`config.mk`:
```
export PLATFORM = sky130hd
export DESIGN_NAME = escalonador_aprovados
export DESIGN_NICKNAME = d
export VERILOG_FILES = /design/src/rtl/escalonador_aprovados.sv
export SDC_FILE = /design/constraint.sdc
export NUM_CORES = 1
export LEC_CHECK = 0
export ABC_CLOCK_PERIOD_IN_PS = 5400
export BUFFER_PORTS_ARGS = -buffer_cell sky130_fd_sc_hd__buf_2
export CORE_ASPECT_RATIO = 1.5
export CORE_UTILIZATION = 30
export CTS_BUF_LIST = sky130_fd_sc_hd__clkbuf_16
export DETAILED_ROUTE_END_ITERATION = 12
export PLACE_DENSITY_LB_ADDON = 0.05
export SLEW_MARGIN = 0
export SYNTH_ARGS = -nofsm -noshare
export SYNTH_HDL_FRONTEND = slang
export SYNTH_SLANG_ARGS = --single-unit
```
`constraint.sdc`:
```
create_clock -name clk_in -period 5.4 [get_ports clk_in]
set_input_delay 0.54 -clock clk_in [delete_from_list [all_inputs] [get_ports clk_in]]
set_output_delay 0.54 -clock clk_in [all_outputs]
set_load 0.02 [all_outputs]
```
`src/rtl/escalonador_aprovados.sv`:
```
// escalonador_aprovados: round sequencer for the active-node evaluator.
// Each round scans all slots for the minimum criterion among occupied ones,
// publishes it as the evaluator threshold, snapshots the approved set and
// dispatches every approved slot over valid/ready, following each accepted
// slot with a one-cycle removal pulse.
//
// Ports:
//   clk_in, rst_n_in             clock (rising edge), async active-low reset
//   iniciar_in / ocupado_out     round start request / round in progress
//   valido_in                    slot-occupied flags, captured at round start
//   ler_out, ler_slot_out        criterion store read strobe and slot
//   criterio_in                  criterion of the slot read one cycle earlier
//   treshold_out                 registered threshold (minimum criterion)
//   aprovados_in                 evaluator approved flags, sampled in CAPTURAR
//   despacho_valido_out/_slot_out, despacho_pronto_in   dispatch handshake
//   remover_out, remover_slot_out                       removal pulse
//   fim_rodada_out               one-cycle end-of-round pulse
//   vazio_out                    last round had no occupied slot
//
// Build option: define ESCALONADOR_RODIZIO_EN for round-robin dispatch order;
// without it the lowest-index approved slot is dispatched first.

module escalonador_aprovados #(
  parameter int unsigned NUM_ATIVOS = 24,
  parameter int unsigned DIST_WIDTH = 8,
  parameter int unsigned SLOT_WIDTH = 5
) (
  input  logic                  clk_in,
  input  logic                  rst_n_in,
  input  logic                  iniciar_in,
  output logic                  ocupado_out,
  input  logic [NUM_ATIVOS-1:0] valido_in,
  output logic                  ler_out,
  output logic [SLOT_WIDTH-1:0] ler_slot_out,
  input  logic [DIST_WIDTH-1:0] criterio_in,
  output logic [DIST_WIDTH-1:0] treshold_out,
  input  logic [NUM_ATIVOS-1:0] aprovados_in,
  output logic                  despacho_valido_out,
  output logic [SLOT_WIDTH-1:0] despacho_slot_out,
  input  logic                  despacho_pronto_in,
  output logic                  remover_out,
  output logic [SLOT_WIDTH-1:0] remover_slot_out,
  output logic                  fim_rodada_out,
  output logic                  vazio_out
);

  localparam logic [SLOT_WIDTH-1:0] ULTIMO_SLOT = SLOT_WIDTH'(NUM_ATIVOS - 1);

  typedef enum logic [2:0] {
    OCIOSO, VARRER, ESPERA, CAPTURAR, DESPACHAR, FIM
  } estado_t;

  estado_t               estado;
  logic [NUM_ATIVOS-1:0] mask_valido;
  logic [NUM_ATIVOS-1:0] pend;
  logic                  leitura_ant_vld;
  logic [SLOT_WIDTH-1:0] leitura_ant_slot;

  logic [NUM_ATIVOS-1:0] pend_captura_c;
  logic [NUM_ATIVOS-1:0] pend_restante_c;
  logic [SLOT_WIDTH-1:0] sel_captura_c;
  logic [SLOT_WIDTH-1:0] sel_restante_c;

  assign pend_captura_c  = aprovados_in & mask_valido;
  assign pend_restante_c = pend & ~(NUM_ATIVOS'(1) << despacho_slot_out);

`ifdef ESCALONADOR_RODIZIO_EN
  // Last accepted slot; survives across rounds.
  logic [SLOT_WIDTH-1:0] ponteiro;

  // First set bit strictly after base, wrapping past the last slot.
  function automatic logic [SLOT_WIDTH-1:0] primeiro_apos(
    input logic [NUM_ATIVOS-1:0] v,
    input logic [SLOT_WIDTH-1:0] base
  );
    logic [SLOT_WIDTH-1:0] res;
    logic [SLOT_WIDTH-1:0] idx;
    logic                  achou;
    res   = '0;
    achou = 1'b0;
    for (int unsigned i = 1; i <= NUM_ATIVOS; i++) begin
      idx = SLOT_WIDTH'((32'(base) + i) % NUM_ATIVOS);
      if (!achou && v[idx]) begin
        res   = idx;
        achou = 1'b1;
      end
    end
    return res;
  endfunction

  // After an accept the search restarts right after the accepted slot.
  assign sel_captura_c  = primeiro_apos(pend_captura_c, ponteiro);
  assign sel_restante_c = primeiro_apos(pend_restante_c, despacho_slot_out);

  always_ff @(posedge clk_in or negedge rst_n_in) begin
    if (!rst_n_in) begin
      ponteiro <= ULTIMO_SLOT;
    end else if (estado == DESPACHAR && despacho_pronto_in) begin
      ponteiro <= despacho_slot_out;
    end
  end
`else
  // Lowest-index set bit.
  function automatic logic [SLOT_WIDTH-1:0] menor_indice(
    input logic [NUM_ATIVOS-1:0] v
  );
    logic [SLOT_WIDTH-1:0] res;
    logic [SLOT_WIDTH-1:0] idx;
    res = '0;
    for (int i = int'(NUM_ATIVOS) - 1; i >= 0; i--) begin
      idx = SLOT_WIDTH'(i);
      if (v[idx]) res = idx;
    end
    return res;
  endfunction

  assign sel_captura_c  = menor_indice(pend_captura_c);
  assign sel_restante_c = menor_indice(pend_restante_c);
`endif

  // Round sequencer; all outputs registered.
  always_ff @(posedge clk_in or negedge rst_n_in) begin
    if (!rst_n_in) begin
      estado              <= OCIOSO;
      mask_valido         <= '0;
      pend                <= '0;
      leitura_ant_vld     <= 1'b0;
      leitura_ant_slot    <= '0;
      ocupado_out         <= 1'b0;
      ler_out             <= 1'b0;
      ler_slot_out        <= '0;
      treshold_out        <= '1;
      despacho_valido_out <= 1'b0;
      despacho_slot_out   <= '0;
      remover_out         <= 1'b0;
      remover_slot_out    <= '0;
      fim_rodada_out      <= 1'b0;
      vazio_out           <= 1'b0;
    end else begin
      remover_out      <= 1'b0;
      fim_rodada_out   <= 1'b0;
      leitura_ant_vld  <= ler_out;
      leitura_ant_slot <= ler_slot_out;

      // Read data arrives one cycle after the strobe; only occupied slots count.
      if (leitura_ant_vld && mask_valido[leitura_ant_slot] &&
          (criterio_in < treshold_out)) begin
        treshold_out <= criterio_in;
      end

      case (estado)
        OCIOSO: begin
          if (iniciar_in) begin
            mask_valido  <= valido_in;
            treshold_out <= '1;
            ler_out      <= 1'b1;
            ler_slot_out <= '0;
            ocupado_out  <= 1'b1;
            estado       <= VARRER;
          end
        end
        VARRER: begin
          if (ler_slot_out == ULTIMO_SLOT) begin
            ler_out      <= 1'b0;
            ler_slot_out <= '0;
            estado       <= ESPERA;
          end else begin
            ler_slot_out <= ler_slot_out + SLOT_WIDTH'(1);
          end
        end
        ESPERA: begin
          estado <= CAPTURAR;
        end
        CAPTURAR: begin
          pend      <= pend_captura_c;
          vazio_out <= (mask_valido == '0);
          if (pend_captura_c == '0) begin
            fim_rodada_out <= 1'b1;
            estado         <= FIM;
          end else begin
            despacho_valido_out <= 1'b1;
            despacho_slot_out   <= sel_captura_c;
            estado              <= DESPACHAR;
          end
        end
        DESPACHAR: begin
          if (despacho_pronto_in) begin
            pend             <= pend_restante_c;
            remover_out      <= 1'b1;
            remover_slot_out <= despacho_slot_out;
            if (pend_restante_c == '0) begin
              despacho_valido_out <= 1'b0;
              fim_rodada_out      <= 1'b1;
              estado              <= FIM;
            end else begin
              despacho_slot_out <= sel_restante_c;
            end
          end
        end
        FIM: begin
          ocupado_out <= 1'b0;
          estado      <= OCIOSO;
        end
        default: begin
          estado <= OCIOSO;
        end
      endcase
    end
  end

endmodule

```
==> results of run 1 <==
-- worst min path at each step --
| stage | startpoint | endpoint | slack, ps | depth (start not counted) |
|---|---|---|---|---|
| after floorplan | rst_n_in | despacho_slot_out[0] | 240 | 0 |
| after global placement | rst_n_in | remover_slot_out[0] | 390 | 1 |
| after detailed placement | rst_n_in | remover_slot_out[0] | 390 | 1 |
| after CTS | rst_n_in | remover_slot_out[0] | 10 | 1 |
| after global routing | rst_n_in | remover_slot_out[0] | 8 | 1 |
| final | rst_n_in | remover_slot_out[0] | 20 | 1 |
-- power breakdown --
part / internal [mW] / switching [mW] / total [mW]
registers: 0.851 / 0.299 / 1.15
logic: 0.474 / 0.640 / 1.11
clock network: 0.400 / 0.261 / 0.661
-- critical path, cell delays in order, from the launching register on --
cell and delay (ps):
dfrtp_1 920, or3b_1 430, o21ai_0 510, nand4_1 220, nand2b_1 260, nor3b_2 340
a21oi_2 150, mux2_1 360
-- layer usage --
layer	share of wire (%)	up-vias
met5	0	-
li1	-	2304
met3	3.5	31
met2	53	141
met4	3.3	0
met1	41	2256
-- cell usage in the layout (no fill, tap or decap), types with 8 or more instances in the layout --
cell	synthesis	routed
a21oi_1	27	27
a22oi_1	10	10
a31oi_1	21	21
buf_2	4	87
clkbuf_16	0	9
dfrtp_1	78	78
dfstp_2	8	8
ha_1	8	8
inv_1	15	17
nand2_1	149	149
nand3_1	17	17
nor2_1	31	31
nor4_1	9	9
o211ai_1	8	8
o21ai_0	61	61
-- sequential cells by signal, summed over array words and instances (netlist names) --
name / flops
pend: 24
leitura_ant_vld: 1
ocupado_out: 1
despacho_valido_out: 1
fim_rodada_out: 1
vazio_out: 1
despacho_slot_out: 5
ler_out: 1
estado: 3
leitura_ant_slot: 5
remover_out: 1
mask_valido: 24
ler_slot_out: 5
remover_slot_out: 5
treshold_out: 8
-- stage by stage --
stage | utilization [%] | instance area, µm² | setup slack [ps] | hold WS (ps)
floorplan | - | 5030 | 2790 | 244
global placement | 34.7 | 5670 | 2190 | 389
finish | 36.6 | 5970 | 2080 | 17.4
detailed placement | 34.7 | 5670 | 2140 | 388
global route | 36.6 | 5970 | 1830 | 7.85
CTS | 36.6 | 5970 | 2100 | 13.0
-- area by class of cell --
class                      count  area, µm²  area share (%)
multi-input combinational    464       2700            45.2
sequential                    86       2160            36.2
timing repair buffer          94        488            8.17
tap                          206        258            4.31
clock buffer                   9        225            3.77
clock inverter                 7       83.8            1.40
inverter                      15       56.3           0.942
-- kinds of logic after synthesis --
logic type                 count (synthesis)  synth area share, %
AOI/OAI and AO/OA                        170                 21.1
adders and majority gates                  8                 1.99
buffers and inverters                     43                 3.38
DFF                                       86                 43.0
muxes                                     20                 5.64
and+or+nand+nor                          266                 25.0
==> reports/results.ini, run 1 <==
[final_layout]
diodes=0
syn_to_final_growth_pct=18.7
fillers=1691
nNetsFinal=738
fin_cells=881
layout-drive-gt1-share_pct=20.4

[clock_tree]
cts-root-buf=clkbuf_16
cts_sinks=86
clk_latency_ps=340
cts_made_buffers=9
cts_hold_buf=0
clk_pin_slew_ps=70
clockBufferDepth=2
cts_tree=built
cts_setup_buffers=0
cts_resized=0
cts-htree-levels=3

[global_routing]
gr-total-overflow=0
grt_usage_pct=20.1
antenna_found_initial=0
grt_pass1_wl_um=26000
grt_use_met2_pct=36.0
gr-usage-met3_pct=3.04
top_usage_layer=met2
grt_pass1_vias=4756
grt_max_degree=76
met1_usage_pct=23.3

[drt]
drt_iter0_markers=260
antenna_left=0
routedWlPerCell_um=18.8
vias_per_cell=5.37
dr_total_vias=4732
drc=0
dr.pass1.iters=5
route.final.wire_length_um=16600

[logic_synthesis]
seq_area_frac_synth_pct=43.0
synthCells=593
syn_area_um2=5030
syn_nets=661
ys.flop_type=dfrtp_1
synth.area.top_cells=dfrtp_1 (39%), nand2_1 (11%), o21ai_0 (6.1%)
yosysTopAreaCellShare_pct=38.8
post-synth-top-count-cell=nand2_1
synthArstFlopShare_pct=100
yosysTopAreaCell=dfrtp_1
netlist_top_cells_count=nand2_1 (149), dfrtp_1 (78), o21ai_0 (61), nor2_1 (31), a21oi_1 (27)
synth_warnings=0
ys_ff_latch=86
synth_edf_count=0
synth.distinct_cells=67
syn_area_per_cell_um2=8.49

[sta]
post-route-period-util_pct=61.5
finalSetupViolCount=0
fmax_mhz=301
rsz0062_at_grt=false
finalCriticalPeriod_ps=3320
max_slew_margin_pct=33.1
drv_slew=0
hold_viol=0
fin_setup_tns_ps=0
worst_pin_slew_ps=1000
fin_worst_skew_ps=7.85

[floorplan]
rows=57
die-area_um2=17300
ioPinCount=89
die_x_um=108
initial_core_util_pct=30.8
core_um2=16300
die_h_um=161

[critical_path]
crit_type=reg -> reg
critPathCaptureType=flop
start_kind=flop
arrival_ps=3540
startpoint=despacho_slot_out[0]
crit_fanout=27
rr_worst_depth=7
cp.required_ps=5620
ff2ff_setup_slack_ps=2080
critPathCapture=despacho_slot_out[2]
regToRegEndpoint=despacho_slot_out[2]
reg2reg_from=despacho_slot_out[0]

[min_path]
hold_class=in -> async

[run_status]
outcome=completed

[power_and_ir_drop]
p_leak_nw=2.79
finalPower_mw=2.93
powerDensity_nw_per_um2=490
vdd_drop_max_uv=245

[placement]
port_buffers=88
place_congestion=0.888
post-dp-hpwl_um=12600
placed_cells=865

[flow_run]
maxCapViolCount=0

Note: power is estimated with default switching activity, not from simulation.
==> run 2, diff against run 1 <==
--- a/config.mk
+++ b/config.mk
@@ -5,7 +5,8 @@
 export SDC_FILE = /design/constraint.sdc
 export NUM_CORES = 1
 export LEC_CHECK = 0
-export ABC_CLOCK_PERIOD_IN_PS = 5400
+export ABC_AREA = 1
+export ABC_CLOCK_PERIOD_IN_PS = 2900
 export BUFFER_PORTS_ARGS = -buffer_cell sky130_fd_sc_hd__buf_2
 export CORE_ASPECT_RATIO = 1.5
 export CORE_UTILIZATION = 30
==> constraint.sdc (replaced) <==
create_clock -name clk_in -period 2.9 [get_ports clk_in]
set_input_delay 0.29 -clock clk_in [delete_from_list [all_inputs] [get_ports clk_in]]
set_output_delay 0.29 -clock clk_in [all_outputs]
set_load 0.02 [all_outputs]
==> reports/results.ini, run 2 <==
[run_status]
outcome=completed

[logic_synthesis]
synthArstFlopShare_pct=100  ; unchanged
netlist_top_cells_count=nand2_1 (187), dfrtp_1 (78), o21ai_0 (74), inv_1 (59), nor2_1 (49)
syn_area_per_cell_um2=7.61  ; -10%
post-synth-top-count-cell=nand2_1
synth.distinct_cells=46  ; -31%
synth.area.top_cells=dfrtp_1 (40%), nand2_1 (14%), o21ai_0 (7.6%)
ys_ff_latch=86  ; unchanged
seq_area_frac_synth_pct=44.1  ; +1.2 points
yosysTopAreaCellShare_pct=39.8  ; +1.0 points
yosysTopAreaCell=dfrtp_1
synth_edf_count=0  ; unchanged
syn_area_um2=4900  ; -2.6%
synthCells=644  ; +8.6%
syn_nets=712  ; +7.7%
ys.flop_type=dfrtp_1
synth_warnings=0  ; unchanged

[min_path]
hold_class=in -> reg
min_from=valido_in[19]

[power_and_ir_drop]
switching_power_mw=3.05  ; +150%
power.share.combinational_pct=47.5  ; +9.4 points
p_sw_share_pct=46.5  ; +5.4 points
vdd_drop_max_uv=450  ; +84%
p_int_mw=3.52  ; +100%
pwr-share-clk_pct=18.3  ; -4.3 points
p_leak_nw=2.85  ; +2.2%
powerDensity_nw_per_um2=1120  ; +130%
seqPwrFrac_pct=34.2  ; -5.1 points

[critical_path]
worst_path_largest_cell_delay_ps=460  ; -460 ps
start_kind=flop
worst-path-buf-inv=1  ; +1
startpoint=despacho_slot_out[3]
cp_slowest_cell=dfrtp_1
cp.required_ps=3130  ; -2490 ps
crit_top_cell=nand2_1
path_delay_family=simple AND/OR/NAND/NOR gates
crit_fanout=11  ; -59%
critPathCaptureType=flop
arrival_ps=2830  ; -710 ps
crit_type=reg -> reg
reg2reg_from=despacho_slot_out[3]

[placement]
place_area_um2=5560  ; -1.9%
place_congestion=0.856  ; -3.6%
port_buffers=88  ; unchanged
place_ws_ps=298  ; -1840 ps
post-dp-hpwl_um=12200  ; -3.4%

[floorplan]
initial_core_util_pct=30.9  ; +0.13 points
die_h_um=159  ; -1.3%
rows=56  ; -1.8%
die-area_um2=16900  ; -2.6%
die_x_um=106  ; -1.3%
core_um2=15800  ; -3.0%
ioPinCount=89  ; unchanged

[clock_tree]
clk_pin_slew_ps=70  ; about the same
cts_tree=built
clk_latency_ps=350  ; about the same
cts-htree-levels=3  ; unchanged
cts_made_buffers=9  ; unchanged
cts-root-buf=clkbuf_16
cts_setup_buffers=0  ; unchanged
clockBufferDepth=2  ; unchanged
cts_sinks=86  ; unchanged

[drt]
dr.pass1.iters=4  ; -1
route.final.wire_length_um=15400  ; -6.9%
vias_per_cell=4.89  ; -8.9%
drt_iter0_markers=171  ; -34%
antenna_left=0  ; unchanged
drc=0  ; unchanged
dr_total_vias=4600  ; -2.8%
routedWlPerCell_um=16.4  ; -13%

[final_layout]
layout_commonest_cell=nand2_1
layout_common_cells=nand2_1 (187), buf_2 (87), dfrtp_1 (77), o21ai_0 (74), inv_1 (59)
fin_util_pct=37.1  ; +0.49 points
nNetsFinal=799  ; +8.3%
layout-drive-gt1-share_pct=21.9  ; +1.4 points
syn_to_final_growth_pct=19.8
largest_registers=mask_valido (24), pend (24), treshold_out (8)
stdcell_area_um2=5870  ; -1.7%

[sta]
holdWs_ps=132  ; +115 ps
max_slew_margin_pct=58.2  ; +25 points
finalCriticalPeriod_ps=2600  ; -722 ps
finalSetupViolCount=0  ; unchanged
rsz0062_at_grt=false
fmax_mhz=385  ; +28%
fin_setup_tns_ps=0  ; unchanged
layout_setup_ws_ps=302  ; -1780 ps
drv_slew=0  ; unchanged
post-route-period-util_pct=89.6  ; +28 points
fin_worst_skew_ps=5.87  ; -1.97 ps
hold_viol=0  ; unchanged
worst_pin_slew_ps=623  ; -381 ps

[global_routing]
gr-total-overflow=0  ; unchanged
grt_max_degree=45  ; -41%
antenna_found_initial=1  ; +1
grt_usage_pct=19.1  ; -1.0 points
grt_pass1_vias=4690  ; -1.4%
grt_pass1_wl_um=24200  ; -6.9%

[flow_run]
maxCapViolCount=0  ; unchanged

## run 2: timing repair
| action | CTS | global route |
|---|---|---|
| hold buffers | 1 | 0 |
| endpoints found under the setup margin | 0 | 1 |
| hold endpoints to repair | 40 | 0 |
| resized for setup | 0 | 1 |
## run 2: tightest hold or removal path: stages
cell,delay [ps]
buf_2,70
nand2_1,40
nand2_1,50
## run 2: layer usage
metal  vias up  part of all wire [%]  GRT usage [%]
met5         -                     0              0
met4         0                   3.3           9.46
met3        26                   2.9           2.21
met2        99                    53           36.1
met1      2158                    40           20.8
li1       2317                     -              -
## run 2: final timing paths
kind | to | depth (start not counted) | slack [ps]
min in group asynchronous | pend[14] | 2 | 480
max in group asynchronous | treshold_out[4] | 3 | 1620
worst max-delay path | despacho_slot_out[0] | 28 | 300
worst max register to register | despacho_slot_out[0] | 28 | 300
worst min register to register | leitura_ant_vld | 0 | 410
worst min-delay path | mask_valido[19] | 3 | 130
## run 2: stage by stage
step	instances	total power, mW
floorplan	644	4.44
global placement	922	5.39
detailed placement	922	5.41
CTS	939	6.65
global route	939	7.11
finish	940	6.57
## run 2: power groups by stage
stage	Sequential (mW)	Combinational [mW]	Clock, mW
after global routing	2.31	3.52	1.28
after CTS	2.25	3.16	1.24
after floorplan	2.26	2.18	0
after detailed placement	2.27	3.14	0
final	2.25	3.12	1.20
after global placement	2.26	3.13	0
## run 2: layout make-up
| type | instances | area [µm²] |
|---|---|---|
| sequential | 86 | 2160 |
| tap | 203 | 254 |
| clock inverter | 7 | 72.6 |
| clock buffer | 9 | 225 |
| multi-input combinational | 462 | 2350 |
| timing repair buffer | 97 | 513 |
| fill | 1732 | 9960 |
| inverter | 75 | 287 |
| antenna | 1 | 2.50 |
## run 2: cell families after synthesis
logic type,Yosys count,synth area share [%]
AND/OR/NAND/NOR,281,24.1
buffers and inverters,96,7.86
flip-flops,86,44.1
AO/OA/AOI/OAI,173,21.9
adder cells (fa/ha/maj),8,2.04
==> run 3, diff against run 2 <==
--- a/config.mk
+++ b/config.mk
@@ -6,13 +6,14 @@
 export NUM_CORES = 1
 export LEC_CHECK = 0
 export ABC_AREA = 1
-export ABC_CLOCK_PERIOD_IN_PS = 2900
+export ABC_CLOCK_PERIOD_IN_PS = 3000
 export BUFFER_PORTS_ARGS = -buffer_cell sky130_fd_sc_hd__buf_2
 export CORE_ASPECT_RATIO = 1.5
 export CORE_UTILIZATION = 30
 export CTS_BUF_LIST = sky130_fd_sc_hd__clkbuf_16
 export DETAILED_ROUTE_END_ITERATION = 12
 export PLACE_DENSITY_LB_ADDON = 0.05
+export REMOVE_ABC_BUFFERS = 1
 export SLEW_MARGIN = 0
 export SYNTH_ARGS = -nofsm -noshare
 export SYNTH_HDL_FRONTEND = slang
==> constraint.sdc (replaced) <==
create_clock -name clk_in -period 3 [get_ports clk_in]
set_input_delay 0.3 -clock clk_in [delete_from_list [all_inputs] [get_ports clk_in]]
set_output_delay 0.3 -clock clk_in [all_outputs]
set_load 0.02 [all_outputs]
==> reports/results.ini, run 3 (same netlist as run 2, synthesis figures left out) <==
[run_status]
outcome=completed

[placement]
post-dp-hpwl_um=12300  ; +1.2%
place_area_um2=5560  ; unchanged
place_congestion=0.906  ; +5.9%
place_ws_ps=222  ; -75.9 ps
port_buffers=88  ; unchanged

[critical_path]
start_kind=flop
path_delay_family=simple AND/OR/NAND/NOR gates
crit_top_cell=nand2_1
cp_slowest_cell=dfrtp_1
ff2ff_setup_slack_ps=300  ; about the same
crit_fanout=7  ; -4
rr_worst_depth=25  ; -11%
worst_path_largest_cell_delay_ps=540  ; +80 ps
crit_type=reg -> reg
critPathCaptureType=flop
cp.required_ps=3240  ; +110 ps
reg2reg_from=despacho_slot_out[0]
regToRegEndpoint=despacho_slot_out[0]
worst-path-buf-inv=1  ; unchanged
arrival_ps=2940  ; +110 ps

[power_and_ir_drop]
vdd_drop_max_uv=384  ; -15%
power.share.combinational_pct=47.8  ; +0.3 points
switching_power_mw=2.97  ; -2.7%
p_leak_nw=2.85  ; about the same
powerDensity_nw_per_um2=1100  ; -1.9%
p_sw_share_pct=46.0  ; -0.45 points
seqPwrFrac_pct=33.1  ; -1.1 points
p_int_mw=3.48  ; -0.89%
pwr-share-clk_pct=19.1  ; +0.8 points

[global_routing]
grt_pass1_wl_um=25000  ; +3.0%
grt_pass1_vias=4692  ; +0.043%
gr-total-overflow=0  ; unchanged
antenna_found_initial=0  ; -1
grt_usage_pct=19.9  ; +0.81 points
grt_max_degree=83  ; +84%

[sta]
fin_worst_skew_ps=12.6  ; +6.76 ps
post-route-period-util_pct=90.1  ; +0.52 points
layout_setup_ws_ps=297  ; -5.14 ps
hold_viol=0  ; unchanged
rsz0062_at_grt=false
max_slew_margin_pct=27.4  ; -31 points
drv_slew=0  ; unchanged
holdWs_ps=125  ; -7.46 ps
worst_pin_slew_ps=1090  ; +467 ps
finalCriticalPeriod_ps=2700  ; +105 ps
fmax_mhz=370  ; -3.9%
finalSetupViolCount=0  ; unchanged
fin_setup_tns_ps=0  ; unchanged

[final_layout]
nNetsFinal=798  ; -0.13%
diodes=0  ; -1
syn_to_final_growth_pct=20.0
largest_registers=mask_valido (24), pend (24), treshold_out (8)
stdcell_area_um2=5880  ; +0.19%
layout_commonest_cell=nand2_1
layout_common_cells=nand2_1 (187), buf_2 (87), dfrtp_1 (77), o21ai_0 (74), inv_1 (59)
layout-drive-gt1-share_pct=21.9  ; +0.030 points

[drt]
routedWlPerCell_um=16.9  ; +2.8%
antenna_left=0  ; unchanged
vias_per_cell=4.89  ; about the same
route.final.wire_length_um=15800  ; +2.6%
drc=0  ; unchanged
drt_iter0_markers=140  ; -18%
dr_total_vias=4588  ; -0.26%
dr.pass1.iters=4  ; unchanged

[clock_tree]
cts_hold_buf=0  ; -1
cts_tree=built
cts_made_buffers=9  ; unchanged
cts_sinks=86  ; unchanged
cts-htree-levels=3  ; unchanged
cts-root-buf=clkbuf_16
clk_latency_ps=350  ; about the same
clockBufferDepth=2  ; unchanged
clk_pin_slew_ps=70  ; about the same

[flow_run]
maxCapViolCount=0  ; unchanged

[floorplan]
ioPinCount=89  ; unchanged
initial_core_util_pct=30.9  ; unchanged
die_x_um=106  ; unchanged
die-area_um2=16900  ; unchanged
die_h_um=159  ; unchanged
core_um2=15800  ; unchanged
rows=56  ; unchanged

[min_path]
hold_class=in -> async

## run 3: cell count changes in the layout (fill, tap and decap cells not counted)
cell,delta
clkinv_2,-1
inv_6,-1
bufinv_16,+1
clkinvlp_4,+1
diode_2,-1
dlygate4sd3_1,-1
## run 3: worst max-delay path by stage
stage	start	endpoint	slack, ps	cells past startpoint
2_1_floorplan	estado[1]	pend[5]	-100	9
3_3_place_gp	despacho_slot_out[4]	despacho_slot_out[0]	240	26
3_5_place_dp	despacho_slot_out[4]	despacho_slot_out[0]	220	27
4_1_cts	despacho_slot_out[4]	despacho_slot_out[0]	190	27
5_1_grt	despacho_slot_out[0]	despacho_slot_out[0]	90	25
6_report	despacho_slot_out[0]	despacho_slot_out[0]	300	25
## run 3: cell type report
type | count | area [µm²]
Clock buffer | 9 | 225
Timing Repair Buffer | 96 | 503
Sequential cell | 86 | 2160
Clock inverter | 7 | 96.3
Tap cell | 203 | 254
Fill cell | 1767 | 9950
Inverter | 75 | 287
Multi-Input combinational cell | 462 | 2350
## run 3: stage by stage
step                util (%)  std cells  power [mW]
global route            37.1        938        7.02
finish                  37.1        938        6.46
floorplan                  -        623        4.22
global placement        35.1        922        5.26
detailed placement      35.1        922        5.28
CTS                     37.1        938        6.55
## run 3: timing repair
item	CTS	global route
endpoints found under the setup margin	0	1
resized for setup	0	1
buffers inserted	0	0
## run 3: routing by layer
metal	wire length, µm	global-route usage [%]
met5	0	0
met4	491	8.93
met3	572	3.64
met2	8620	37.5
met1	6130	21.4
## run 3: power by group through the flow
| stage | Combinational (mW) | Sequential [mW] | Clock, mW |
|---|---|---|---|
| after floorplan | 2.00 | 2.22 | 0 |
| after global placement | 3.11 | 2.16 | 0 |
| after detailed placement | 3.12 | 2.16 | 0 |
| after CTS | 3.14 | 2.14 | 1.27 |
| after global routing | 3.50 | 2.20 | 1.31 |
| final | 3.08 | 2.14 | 1.23 |
